## config.mk

```make
export PLATFORM = sky130hd
export DESIGN_NAME = tff_count_sequencer_flat
export DESIGN_NICKNAME = d
export VERILOG_FILES = /design/src/rtl/tff_count_sequencer_if.sv /design/src/rtl/tff_count_sequencer.sv /design/src/flat_wrapper.sv
export SDC_FILE = /design/constraint.sdc
export NUM_CORES = 1
export LEC_CHECK = 0
export CORE_ASPECT_RATIO = 1.2
export CORE_MARGIN = 2
export CORE_UTILIZATION = 35
export DETAILED_ROUTE_END_ITERATION = 16
export SETUP_SLACK_MARGIN = 0.05
export SYNTH_ARGS = -nofsm -noshare
export SYNTH_HDL_FRONTEND = slang
export SYNTH_HIERARCHICAL = 1
export SYNTH_SLANG_ARGS = --single-unit
```

## constraint.sdc

```tcl
create_clock -name clk -period 2.9 [get_ports clk]
set_input_delay 0.58 -clock clk [delete_from_list [all_inputs] [get_ports clk]]
set_output_delay 0.58 -clock clk [all_outputs]
set_load 0.02 [all_outputs]
```

## src/rtl/tff_count_sequencer_if.sv

```systemverilog
// Control-side bundle between the sequencing master and the T-flop counter sequencer.
interface tff_count_sequencer_if #(
  parameter int WIDTH = 4,
  parameter int SW    = 8
);
  logic             start;
  logic             dir;
  logic [SW-1:0]    steps;
  logic             load;
  logic [WIDTH-1:0] load_val;
  logic             abort;
  logic [WIDTH-1:0] count;
  logic [WIDTH-1:0] t_vec;
  logic             busy;
  logic             done;
  logic             wrap;

  modport master (
    output start, dir, steps, load, load_val, abort,
    input  count, t_vec, busy, done, wrap
  );

  modport slave (
    input  start, dir, steps, load, load_val, abort,
    output count, t_vec, busy, done, wrap
  );
endinterface

```

## src/rtl/tff_count_sequencer.sv

```systemverilog
// Modulo-MOD up/down step counter built on a bank of T flip-flops.
// The sequencer only ever produces a toggle vector; the bank does the rest.

// Single T flip-flop of the bank.
module tff_bit (
  input  logic clk,
  input  logic rst,
  input  logic t,
  output logic q
);
  // toggle on t, clear on reset
  always_ff @(posedge clk) begin
    if (rst) q <= 1'b0;
    else     q <= q ^ t;
  end
endmodule

module tff_count_sequencer #(
  parameter int WIDTH = 4,
  parameter int MOD   = 10,
  parameter int SW    = 8
) (
  input  logic clk,
  input  logic rst,
  tff_count_sequencer_if.slave bus
);
  localparam logic [WIDTH:0]   MOD_W = (WIDTH+1)'(MOD);
  localparam logic [WIDTH-1:0] TOP   = WIDTH'(MOD - 1);

  typedef enum logic [1:0] {IDLE, RUN, DONE} state_t;

  state_t           state_q, state_d;
  logic [SW-1:0]    rem_q, rem_d;
  logic             dir_q, dir_d;
  logic             wrap_q, wrap_d;
  logic [WIDTH-1:0] count, count_next, t_vec;

  // T-flop bank, one instance per bit
  tff_bit u_bank [WIDTH-1:0] (
    .clk (clk),
    .rst (rst),
    .t   (t_vec),
    .q   (count)
  );

  // toggle only the bits that differ; held at zero while reset is asserted
  assign t_vec = rst ? '0 : (count ^ count_next);

  // state, step counter, latched direction and wrap pulse
  always_ff @(posedge clk) begin
    if (rst) begin
      state_q <= IDLE;
      rem_q   <= '0;
      dir_q   <= 1'b0;
      wrap_q  <= 1'b0;
    end else begin
      state_q <= state_d;
      rem_q   <= rem_d;
      dir_q   <= dir_d;
      wrap_q  <= wrap_d;
    end
  end

  // next state and next count value
  always_comb begin
    state_d    = state_q;
    rem_d      = rem_q;
    dir_d      = dir_q;
    wrap_d     = 1'b0;
    count_next = count;
    unique case (state_q)
      IDLE: begin
        if (bus.load) begin
          // out-of-range loads clamp to the top of the modulus
          count_next = ({1'b0, bus.load_val} >= MOD_W) ? TOP : bus.load_val;
        end else if (bus.start) begin
          dir_d   = bus.dir;
          rem_d   = bus.steps;
          state_d = (bus.steps == '0) ? DONE : RUN;
        end
      end
      RUN: begin
        if (bus.abort) begin
          state_d = IDLE;
        end else begin
          if (dir_q) begin
            count_next = (count == TOP) ? '0 : count + 1'b1;
            wrap_d     = (count == TOP);
          end else begin
            count_next = (count == '0) ? TOP : count - 1'b1;
            wrap_d     = (count == '0);
          end
          rem_d = rem_q - 1'b1;
          // last step lands together with done
          if (rem_q == SW'(1)) state_d = DONE;
        end
      end
      DONE: state_d = IDLE;
      default: state_d = IDLE;
    endcase
  end

  assign bus.count = count;
  assign bus.t_vec = t_vec;
  assign bus.busy  = (state_q == RUN);
  assign bus.done  = (state_q == DONE);
  assign bus.wrap  = wrap_q;
endmodule

```

## src/flat_wrapper.sv

```systemverilog
// flat-port wrapper written by rule: the top's interface ports become plain ports
module tff_count_sequencer_flat 
#(
  parameter int WIDTH = 4,
  parameter int MOD   = 10,
  parameter int SW    = 8
)
  (clk, rst, bus_start, bus_dir, bus_steps, bus_load, bus_load_val, bus_abort, bus_count, bus_t_vec, bus_busy, bus_done, bus_wrap);
  tff_count_sequencer_if #(.WIDTH(WIDTH), .SW(SW)) bus_i ();
  input  logic clk;
  input  logic rst;
  input wire logic [$bits(bus_i.start)-1:0] bus_start;
  input wire logic [$bits(bus_i.dir)-1:0] bus_dir;
  input wire logic [$bits(bus_i.steps)-1:0] bus_steps;
  input wire logic [$bits(bus_i.load)-1:0] bus_load;
  input wire logic [$bits(bus_i.load_val)-1:0] bus_load_val;
  input wire logic [$bits(bus_i.abort)-1:0] bus_abort;
  output wire logic [$bits(bus_i.count)-1:0] bus_count;
  output wire logic [$bits(bus_i.t_vec)-1:0] bus_t_vec;
  output wire logic [$bits(bus_i.busy)-1:0] bus_busy;
  output wire logic [$bits(bus_i.done)-1:0] bus_done;
  output wire logic [$bits(bus_i.wrap)-1:0] bus_wrap;
  assign bus_i.start = bus_start;
  assign bus_i.dir = bus_dir;
  assign bus_i.steps = bus_steps;
  assign bus_i.load = bus_load;
  assign bus_i.load_val = bus_load_val;
  assign bus_i.abort = bus_abort;
  assign bus_count = bus_i.count;
  assign bus_t_vec = bus_i.t_vec;
  assign bus_busy = bus_i.busy;
  assign bus_done = bus_i.done;
  assign bus_wrap = bus_i.wrap;
  tff_count_sequencer #(.WIDTH(WIDTH), .MOD(MOD), .SW(SW)) u_core (.clk(clk), .rst(rst), .bus(bus_i));
endmodule
```

=== Yosys cells after proc, flatten, opt, wreduce, memory -nomap -nowiden ===
Index checks and enable logic that the tools add are counted.

* Add/sub/neg operators: 3
* $lt $le $gt $ge: 1
* Equality and inequality tests: 8
* Mux-type cells: 19
* Bitwise gates (word level): 7
* Reduce and logical (&&, ||, !) cells: 8

{| class="wikitable"
|+ Operators with widths
! operator !! count
|-
| 4-bit 2-to-1 mux || 7
|-
| 8-bit 2-to-1 mux || 3
|-
| 8-bit case mux with 2 select lines || 1
|-
| 2-bit 2-to-1 mux || 5
|-
| 8-bit by 1-bit == test with 1-bit output, second input constant || 1
|-
| 8-bit zero test || 1
|-
| 4-bit case mux with 2 select lines || 1
|-
| 8-bit by 1-bit subtractor with 8-bit output, second input constant || 1
|-
| 2-bit inequality test, second input constant || 3
|-
| 3-bit AND reduction || 2
|-
| 4-bit by 1-bit adder with 4-bit output, second input constant || 1
|-
| 4-bit == test, second input constant || 1
|-
| 4-bit >= comparator, second input constant || 1
|-
| 4-bit zero test || 1
|-
| 2-bit case mux with 2 select lines || 1
|-
| 4-bit AND reduction || 1
|-
| 4-bit by 1-bit subtractor with 4-bit output, second input constant || 1
|-
| 1-bit bitwise XOR || 4
|-
| 4-bit bitwise XOR || 1
|-
| 3-bit by 2-bit inequality test with 1-bit output, second input constant || 1
|-
| 3-bit OR reduction || 1
|-
| 2-bit by 1-bit == test with 1-bit output, second input constant || 1
|-
| 2-bit == test, second input constant || 1
|-
| 2-bit zero test || 1
|-
| other kinds (3) || 4
|}

* Bits in registers: 16
* Output and inout port bits: 11

=== Logic depth before layout (Yosys ltp) ===
* Depth after elaboration: 8
* Gate-level depth with buffers: 9
* Mapped depth without buffers: 9

=== Modules after synthesis ===
Netlist, hierarchy kept.

{| class="wikitable"
|+ By module, submodules not included
! module !! instances !! cells an instance !! area an instance (µm²)
|-
| tff_count_sequencer || 1 || 150 || 1113.6
|-
| tff_bit || 4 || 3 || 32.5
|}

=== Worst setup path before layout ===
OpenSTA, ideal clock, no wires.

* Path type: reg2out
* Start point: register u_core.u_bank[1].q
* End point: output bus_t_vec[0]
* Arrival time: 2.693 ns
* Slack: -0.373 ns
* Stages on the path, launching flop included: 8
* Buffers on the path: 0
* Cells stage by stage: dfxtp_1 > inv_1 > ha_1 > nor4b_1 > nor2_1 > nand2_1 > o21a_1 > a2111oi_0

* Longest elaborated chain between the ends: 7
* Elaborated cells on any way between the ends: 9
* Those cells by class: eq/ne: 1; mux: 6; bitwise: 1; reduce/logical: 1

{| class="wikitable"
|+ RTL lines
! item !! line !! text
|-
| from (decl) || tff_count_sequencer.sv:9 || <nowiki>output logic q</nowiki>
|-
| from (signal assigned) || tff_count_sequencer.sv:14 || <nowiki>else q <= q ^ t;</nowiki>
|-
| 4-bit == test / 4-bit zero test (equally long branches) || tff_count_sequencer.sv:87, tff_count_sequencer.sv:90 ||
|-
| 4-bit 2-to-1 mux (on tied branches) || tff_count_sequencer.sv:87, tff_count_sequencer.sv:90 ||
|-
| 4-bit 2-to-1 mux * || tff_count_sequencer.sv:86 || <nowiki>if (dir_q) begin</nowiki>
|-
| 4-bit 2-to-1 mux * || tff_count_sequencer.sv:83 || <nowiki>if (bus.abort) begin</nowiki>
|-
| 4-bit case mux with 2 select lines * || tff_count_sequencer.sv:71 || <nowiki>unique case (state_q)</nowiki>
|-
| 4-bit bitwise XOR * || tff_count_sequencer.sv:47 || <nowiki>assign t_vec = rst ? '0 : (count ^ count_next);</nowiki>
|-
| 4-bit 2-to-1 mux * || tff_count_sequencer.sv:47 ||
|-
| to (decl) || flat_wrapper.sv:19 || <nowiki>output wire logic [$bits(bus_i.t_vec)-1:0] bus_t_vec;</nowiki>
|}

Mark *: on every way between the ends. The rest lies on a longest branch, timed or not.

=== Final worst setup path ===
* Start point: input bus_abort
* End point: output bus_t_vec[3]

* Longest elaborated chain between the ends: 4

{| class="wikitable"
|+ RTL lines
! item !! line !! text
|-
| from (decl) || flat_wrapper.sv:17 || <nowiki>input wire logic [$bits(bus_i.abort)-1:0] bus_abort;</nowiki>
|-
| 4-bit 2-to-1 mux || tff_count_sequencer.sv:83 ||
|-
| 4-bit case mux with 2 select lines || tff_count_sequencer.sv:71 ||
|-
| 4-bit bitwise XOR || tff_count_sequencer.sv:47 ||
|-
| 4-bit 2-to-1 mux || tff_count_sequencer.sv:47 ||
|}

Every way passes these cells.

==> results.md <==
* Status: complete, no violations
* RSZ-0062 raised after global routing: false
* Final ANT Viol Nets at 0
* FFs w/ async S/R, synth at 0
* CP delay by family, top: compound AO/OA/AOI/OAI gates
* Sink Count at 16
* Detailed-route wire length per cell at 13.9 um
* Syn Nets at 185
* # setup viols final at 0
* TritonRoute pass-1 iters at 4
* Worst Hold Class: register to register
* Hold Slack at 0.499 ns
* Width of the chip at 58.4 um
* Dpl ws at -0.581 ns
* Clock skew at 0.00124 ns
* CP Capture Type: output pin
* Post-Syn Instances at 162
* Ys flop type: dfxtp_1
* Peak supply drop at 0.298 mV
* Pwr dens at 436 nW/um2
* Hold_buf cts at 0
* Crit-path slowest cell: or3b_4
* Cell Chain, Critical Path: dlygate4sd2_1 > or3b_4 > a31oi_4 > o211ai_2 > a21o_1 > a211oi_2 > buf_4
* Starting utilization of the core area at 0.369
* Mean Syn Cell Area at 7.68 um2
* Hold path depth at 2
* FF-to-FF End: u_core/u_bank[3]/q$_SDFF_PP0_
* Max Slew Vio Count at 0
* Crit path launch type: input port
* Worst-path clk slew at 0.06 ns
* FF-to-FF Start: u_core/u_bank[1]/q$_SDFF_PP0_
* Worst-Skew Late Latency at 0.25 ns
* Longest Clk Path Bufs at 2
* Largest net degree at the start of global routing at 16
* Synth-to-layout area growth at 48.6%
* Worst endpoint required time at 2.32 ns
* Synth Warn # at 6
* LEAKAGE at 0.746 nW
* Data arrival time of the worst path at 2.17 ns
* Total GRT Usage at 0.188
* Setup Crit Path Kind: input port to output pin
* Detailed-route DRC error count at 0
* Die Ht at 69.3 um
* Fmax at 364 MHz
* Core Area at 3370 um2
* Finished Layout Cells at 255
* # diodes at 0
* Leading post-synthesis cells by cell area: dfxtp_1, nor2_1, ha_1
* First-pass GRT wire length at 6080 um
* HPWL Detailed at 2710 um
* CTS tree: done
* Setup WS post-layout at 0.153 ns
* Flop2flop setup slack at 0.23 ns
* Initial antenna violation count at 0
* GRT overflow at 0
* IO Pins at 29
* Vias at 1380
* # H-tree levels at 1
* Share of the synthesized area in the top cell type at 0.258
* Number of synthesized flops with an enable pin at 0
* Post-Place Cells at 244
* WP buf/inv at 2
* Min-Delay Startpoint: u_core/rem_q[2]$_SDFFE_PP0P_
* Routed Wire Length at 3540 um
* Max-cap viol count at 0
* Final hold vios at 0
* Slew headroom at 0.632
* Layout cell share with drive strength beyond 1 at 0.243
* Register area at 320 um2
* Syn Std Cell Area at 1240 um2
* CTS buffer count at 3
* Final setup TNS at 0 ns
* FF+latch count, synth at 16
* GPL Wtd Cong at 0.846
* Vias in the first global route at 1390
* Final Power at 806 uW
* Starting DRT DRC Count at 61
* Cells on worst reg2reg path at 15
* Hold EP: u_core/rem_q[2]$_SDFFE_PP0P_
* Post-DR vias/cell at 5.41
* Fin crit share at 0.947
* Slew @ Worst Pin at 0.553 ns
* Register area share after synthesis at 0.258
* Crit path max fanout at 3
* Clock Tree Root: clkbuf_8
* Layout net count at 242
* Area of the multi-input gates at 882 um2
* I/O Buffers at 28
* Num rows at 23
* Post-synth top area cell: dfxtp_1
* Die ar. at 4050 um2
* Max incr delay on CP at 0.42 ns
* Fillcell total at 331
* Post-route minimum period at 2.75 ns
* Synth cell types at 45
==> power by group <==
part / switching (mW) / internal [mW]
logic: 0.173 / 0.181
clock network: 0.0760 / 0.120
registers: 0.0177 / 0.238
total: 0.267 / 0.539
==> stage by stage <==
stage,utilization,cell area (um2)
after global routing,0.549,1850
after CTS,0.546,1840
after global placement,0.514,1730
final,0.549,1850
after detailed placement,0.514,1730
after floorplan,-,1250
==> worst register-to-register path, cell delays in order, from the launching register on <==
cell	delay, ns
dfxtp_1	0.37
inv_1	0.10
ha_2	0.21
o311a_1	0.38
o211ai_2	0.17
a21o_1	0.16
a211oi_2	0.08
buf_4	0.15
buf_4	0.12
buf_4	0.12
buf_4	0.12
buf_4	0.12
buf_4	0.12
buf_4	0.13
xnor2_1	0.17
nor2_1	0.06
==> cells in the mapped netlist (2+ instances only) <==
cell type,instances
nor2_1,20
dfxtp_1,16
nand2_1,16
o21ai_0,12
inv_1,8
a211oi_1,6
a21oi_1,6
xnor2_1,6
ha_1,5
nand2b_1,5
buf_2,4
clkbuf_1,4
mux2i_1,4
nand3_1,4
a22oi_1,3
a31oi_1,3
nor2b_1,3
nor3_1,3
nor4_1,3
or3_1,3
a2111oi_0,2
a21o_1,2
o31ai_1,2
==> layer usage <==
metal | track usage | share of wire | vias up
li1 | - | - | 705
met1 | 0.216 | 0.41 | 641
met2 | 0.337 | 0.55 | 26
met3 | 0.0261 | 0.027 | 8
met4 | 0.0724 | 0.015 | 0
met5 | 0 | 0 | -
==> flip-flops by register name, indices dropped and copies added, names as in the netlist <==
register	count
u_core/rem_q	8
u_core/u_bank/q	4
u_core/bus.wrap	1
u_core/state_q	2
u_core/dir_q	1
==> layout make-up <==
type	instances	share of cell area
multi-input combinational	129	0.477
inverter	8	0.0162
timing repair buffer	61	0.278
sequential	16	0.173
clock buffer	4	0.0298
tap	37	0.0251
==> worst max-delay path by stage <==
stage	slack, ns	cells past startpoint	startpoint	endpoint
2_1_floorplan	0.08	6	u_core/u_bank[1]/q$_SDFF_PP0_	bus_t_vec[3]
3_3_place_gp	-0.54	7	bus_abort	bus_t_vec[2]
3_5_place_dp	-0.58	7	bus_abort	bus_t_vec[2]
4_1_cts	0.05	6	bus_load_val[2]	bus_t_vec[0]
5_1_grt	0.06	7	bus_abort	bus_t_vec[2]
6_report	0.15	7	bus_abort	bus_t_vec[3]
==> cells by family after synthesis <==
logic type	after synthesis	share of synthesized area
simple gates	67	0.285
fa+ha+maj	5	0.0503
xor+xnor	6	0.0423
buf+inv	17	0.0584
mux	4	0.0322
flops	16	0.258
compound gates	47	0.275
==> cell usage in the layout (no fill, tap or decap), types with 2 or more instances in the layout <==
master,instances
a211oi_1,4
a211oi_2,2
a21o_1,2
a21oi_1,6
a22oi_1,3
a31oi_1,3
buf_2,2
buf_4,35
clkbuf_8,4
clkdlybuf4s50_1,22
dfxtp_1,16
ha_1,4
inv_1,8
mux2i_1,4
nand2_1,16
nand2b_1,5
nand3_1,4
nor2_1,20
nor2b_1,3
nor3_1,3
nor4_1,3
o21ai_0,12
o31ai_1,2
or3_1,3
xnor2_1,6
==> what timing repair did <==
item / 4_1_cts / 5_1_grt
cloned: 0 / 0
gates resized for setup: 24 / 4
setup endpoints to repair: 4 / 4
buffers inserted: 7 / 0
hold endpoints to repair: 0 / 0
pin swaps: 7 / 0
Power figures use the tool's default switching activity.
==> RTL edit 1: new RTL, same settings <==
Re-encode `state_t` (3 states) as one-hot, 3 bits wide.
--- a/src/rtl/tff_count_sequencer.sv
+++ b/src/rtl/tff_count_sequencer.sv
@@ -27,7 +27,7 @@
   localparam logic [WIDTH:0]   MOD_W = (WIDTH+1)'(MOD);
   localparam logic [WIDTH-1:0] TOP   = WIDTH'(MOD - 1);
 
-  typedef enum logic [1:0] {IDLE, RUN, DONE} state_t;
+  typedef enum logic [2:0] {IDLE = 3'b001, RUN = 3'b010, DONE = 3'b100} state_t;
 
   state_t           state_q, state_d;
   logic [SW-1:0]    rem_q, rem_d;
Behaviour: same outputs for any inputs over 10 cycles, from zero or initial values and one cycle with rst high; not proved beyond that.
==> RTL edit 1 against the original RTL <==
Combinational power is 36% lower; core utilization grew 0.11 points; register-to-register slack better by 0.28 ns; sequential cell count up 1; sequential share of layout area grew 1.0 points; area after synthesis is the same; setup slack worse by 0.11 ns; first-iteration DRC count shrank 23%; cell area is 0.20% higher; total power decreased by 18%; final cell count unchanged; count of clock-buffer cells in the layout is the same; wire length is 0.17% higher; clock skew increased by 0.0038 ns; critical endpoint is now bus_t_vec[2].
==> RTL edit 1: results (changes against the original RTL) <==
placedCellCount: 247  # +1.2%
grt_max_degree: 18  # +2
reg_top3: "u_core/rem_q: 8 flops, u_core/u_bank/q: 4 flops, u_core/state_q: 3 flops"
grt_pass1_wl_um: 5968  # -1.8%
dr_total_vias: 1425  # +3.3%
gp_congestion: 0.9056  # +7.1%
vias_per_cell: 5.588  # +3.3%
irDropWorstVdd_mv: 0.2123  # -29%
yosysUniqueCellTypes: 46  # +2.2%
wl_met2_um: 1793  # -7.3%
synth.area.top_cells: "dfxtp_1, nor2_1, ha_1, xnor2_1, a21oi_1"
critPathSlowestCell: "or4b_4"
yosys-top-cells-count: "nor2_1, dfxtp_1, a21oi_1, o21ai_0, inv_1"
skew_ns: 0.005022  # +0.003783 ns
synth_mux_area_frac: 0.01811  # -0.01408
routedWlPerCell_um: 13.89  # +0.17%
critPathMaxStageDelay_ns: 0.50  # +0.08 ns
port_buffers: 28  # unchanged
grt_use_total: 0.1835  # -0.004050
dpl_cell_area_um2: 1740  # +0.65%
post-place-ws_ns: -0.8184  # -0.2371 ns
clk_latency_ns: 0.25  # about the same
dpl.hpwl_um: 2799  # +3.3%
post_cts_resize_count: 28  # +17%
syn-num-nets: 186  # +0.54%
drive_above_1_share: 0.2615  # +0.01835
syn_avg_cell_area_um2: 7.630  # -0.61%
ys_seq_area_frac: 0.2736  # +0.01610
crit_family: "buffers and inverters"
synth_compound_area_frac: 0.2586  # -0.01610
use_met3: 0.02985  # +0.003731
crit_arrival_ns: 2.27  # +0.10 ns
met2_usage: 0.3271  # -0.009988
met1_usage: 0.2089  # -0.006603
wl_met1_um: 1524  # +4.7%
dr_wl_met3_um: 153  # +61%
synth-xor-area-share: 0.03521  # -0.007042
outcome: "completed"
cts_setup_buffers: 2  # -5
p_leak_nw: 0.7245  # -2.8%
[RTL edit 1: final cells by class]
type	instances	area, um^2
inverters	7	26.28
well taps	37	46.29
flip-flops and latches	17	340.3
clock buffers	4	45.04
fillers	325	1515
multi-input cells	131	884.6
repair buffers	59	509.2
[RTL edit 1: worst reg2reg max path: cells and delay by family (launching register included)]
family,cells,cell delay (ns)
AO/OA/AOI/OAI,4,0.81
XOR/XNOR,1,0.10
flip-flops,1,0.34
buffers and inverters,4,0.44
AND/OR/NAND/NOR,2,0.59
[RTL edit 1: worst paths after layout]
check                                       start                  to  slack (ns)  depth (start not counted)
worst max-delay path                    bus_abort        bus_t_vec[2]        0.05                          8
worst min-delay path              u_core/rem_q[7]     u_core/rem_q[7]        0.52                          2
worst max register to register  u_core/state_q[0]  u_core/u_bank[3]/q        0.51                         11
worst min register to register    u_core/rem_q[7]     u_core/rem_q[7]        0.52                          2
[RTL edit 1: power by group]
part	switching, mW	internal [mW]
Combinational	0.107	0.121
Clock	0.0764	0.0973
Sequential	0.0134	0.246
==> RTL edit 2: new RTL, config.mk and constraints unchanged <==
Made on the original files. `SW` is set to 8 in 3 places; all go to 4.
--- a/src/rtl/tff_count_sequencer_if.sv
+++ b/src/rtl/tff_count_sequencer_if.sv
@@ -1,7 +1,7 @@
 // Control-side bundle between the sequencing master and the T-flop counter sequencer.
 interface tff_count_sequencer_if #(
   parameter int WIDTH = 4,
-  parameter int SW    = 8
+  parameter int SW    = 4
 );
   logic             start;
   logic             dir;
--- a/src/rtl/tff_count_sequencer.sv
+++ b/src/rtl/tff_count_sequencer.sv
@@ -18,7 +18,7 @@
 module tff_count_sequencer #(
   parameter int WIDTH = 4,
   parameter int MOD   = 10,
-  parameter int SW    = 8
+  parameter int SW    = 4
 ) (
   input  logic clk,
   input  logic rst,
--- a/src/flat_wrapper.sv
+++ b/src/flat_wrapper.sv
@@ -3,7 +3,7 @@
 #(
   parameter int WIDTH = 4,
   parameter int MOD   = 10,
-  parameter int SW    = 8
+  parameter int SW    = 4
 )
   (clk, rst, bus_start, bus_dir, bus_steps, bus_load, bus_load_val, bus_abort, bus_count, bus_t_vec, bus_busy, bus_done, bus_wrap);
   tff_count_sequencer_if #(.WIDTH(WIDTH), .SW(SW)) bus_i ();
Interface: changed (resized bus_steps); port bits go from 29 to 25. The function was not compared with the original's and may differ.
==> RTL edit 2 against the original RTL <==
Count of clock-buffer cells in the layout stayed put; critical path depth stayed put; total power is 19% lower; wire length is 23% lower; area after synthesis is 20% lower; core utilization is 3.4 points lower; first-iteration DRC count is 67% lower; setup slack better by 0.028 ns; sequential cell count is 4 lower; cell area is 23% lower; largest cell class unchanged; largest power group unchanged.
==> RTL edit 2: results (changes against the original RTL) <==
clk_latency_ns: 0.27  # +0.02 ns
critPathCapture: "bus_t_vec[0]"
drive_above_1_share: 0.2083  # -0.03479
yosys-top-cells-count: "nor2_1, dfxtp_1, a21oi_1"
ys_seq_area_frac: 0.2406  # -0.01694
p_leak_nw: 0.5538  # -26%
use_met3: 0.02153  # -0.004588
drtIter0Drc: 20  # -67%
r2r_cells: 9  # -6
min_delay_worst_endpoint: "u_core/rem_q[1]"
drt_wl_total_um: 2722  # -23%
synth_mux_area_frac: 0.04261  # +0.01041
grt_use_total: 0.1802  # -0.007351
critPathSlowestCell: "clkdlybuf4s50_1"
dr_total_vias: 1090  # -21%
cp_max_fo: 5  # +2
post_cts_resize_count: 11  # -54%
reg_top3: "u_core/rem_q: 4 flops, u_core/u_bank/q: 4 flops, u_core/state_q: 2 flops"
synth-adder-area-share: 0.06266  # +0.01235
dr_wl_met3_um: 103  # +8.4%
first_pass_iters: 5  # +1
met1_usage: 0.2283  # +0.01277
port_buffers: 24  # -14%
placedCellCount: 197  # -19%
outcome: "completed"
slew_headroom: 0.7046  # +0.07298
syn_avg_cell_area_um2: 7.740  # +0.82%
gp_congestion: 0.9146  # +8.1%
synth_compound_area_frac: 0.2281  # -0.04658
crit_arrival_ns: 2.14  # -0.03 ns
==> RTL edit 2: through the flow <==
step	instance area, um^2	hold slack, ns	TNS (ns)	worst slack (ns)
3_5_place_dp	1375	0.4619	-0.9975	-0.3069
6_report	1421	0.4694	0	0.1803
3_3_place_gp	1375	0.4582	-0.9041	-0.2758
4_1_cts	1420	0.4721	0	0.1230
2_1_floorplan	998.5	0.4450	0	0.3655
5_1_grt	1421	0.5058	0	0.01280
==> RTL edit 2: report_power, final <==
part / switching [mW] / internal (mW)
clock: 0.0562 / 0.0762
combinational: 0.161 / 0.162
sequential: 0.0158 / 0.181
==> RTL edit 2: layout make-up <==
type	count	area [um^2]
fillers	261	1338
multi-input cells	102	700.7
repair buffers	42	370.4
flip-flops and latches	12	241.5
well taps	34	42.54
clock buffers	4	36.28
inverters	8	30.03
==> RTL edit 2: critical path, delay by kind of cell <==
kind	cells	cell delay [ns]
buffers and inverters	3	1.00
AOI/OAI and AO/OA	2	0.37
and+or+nand+nor	2	0.19
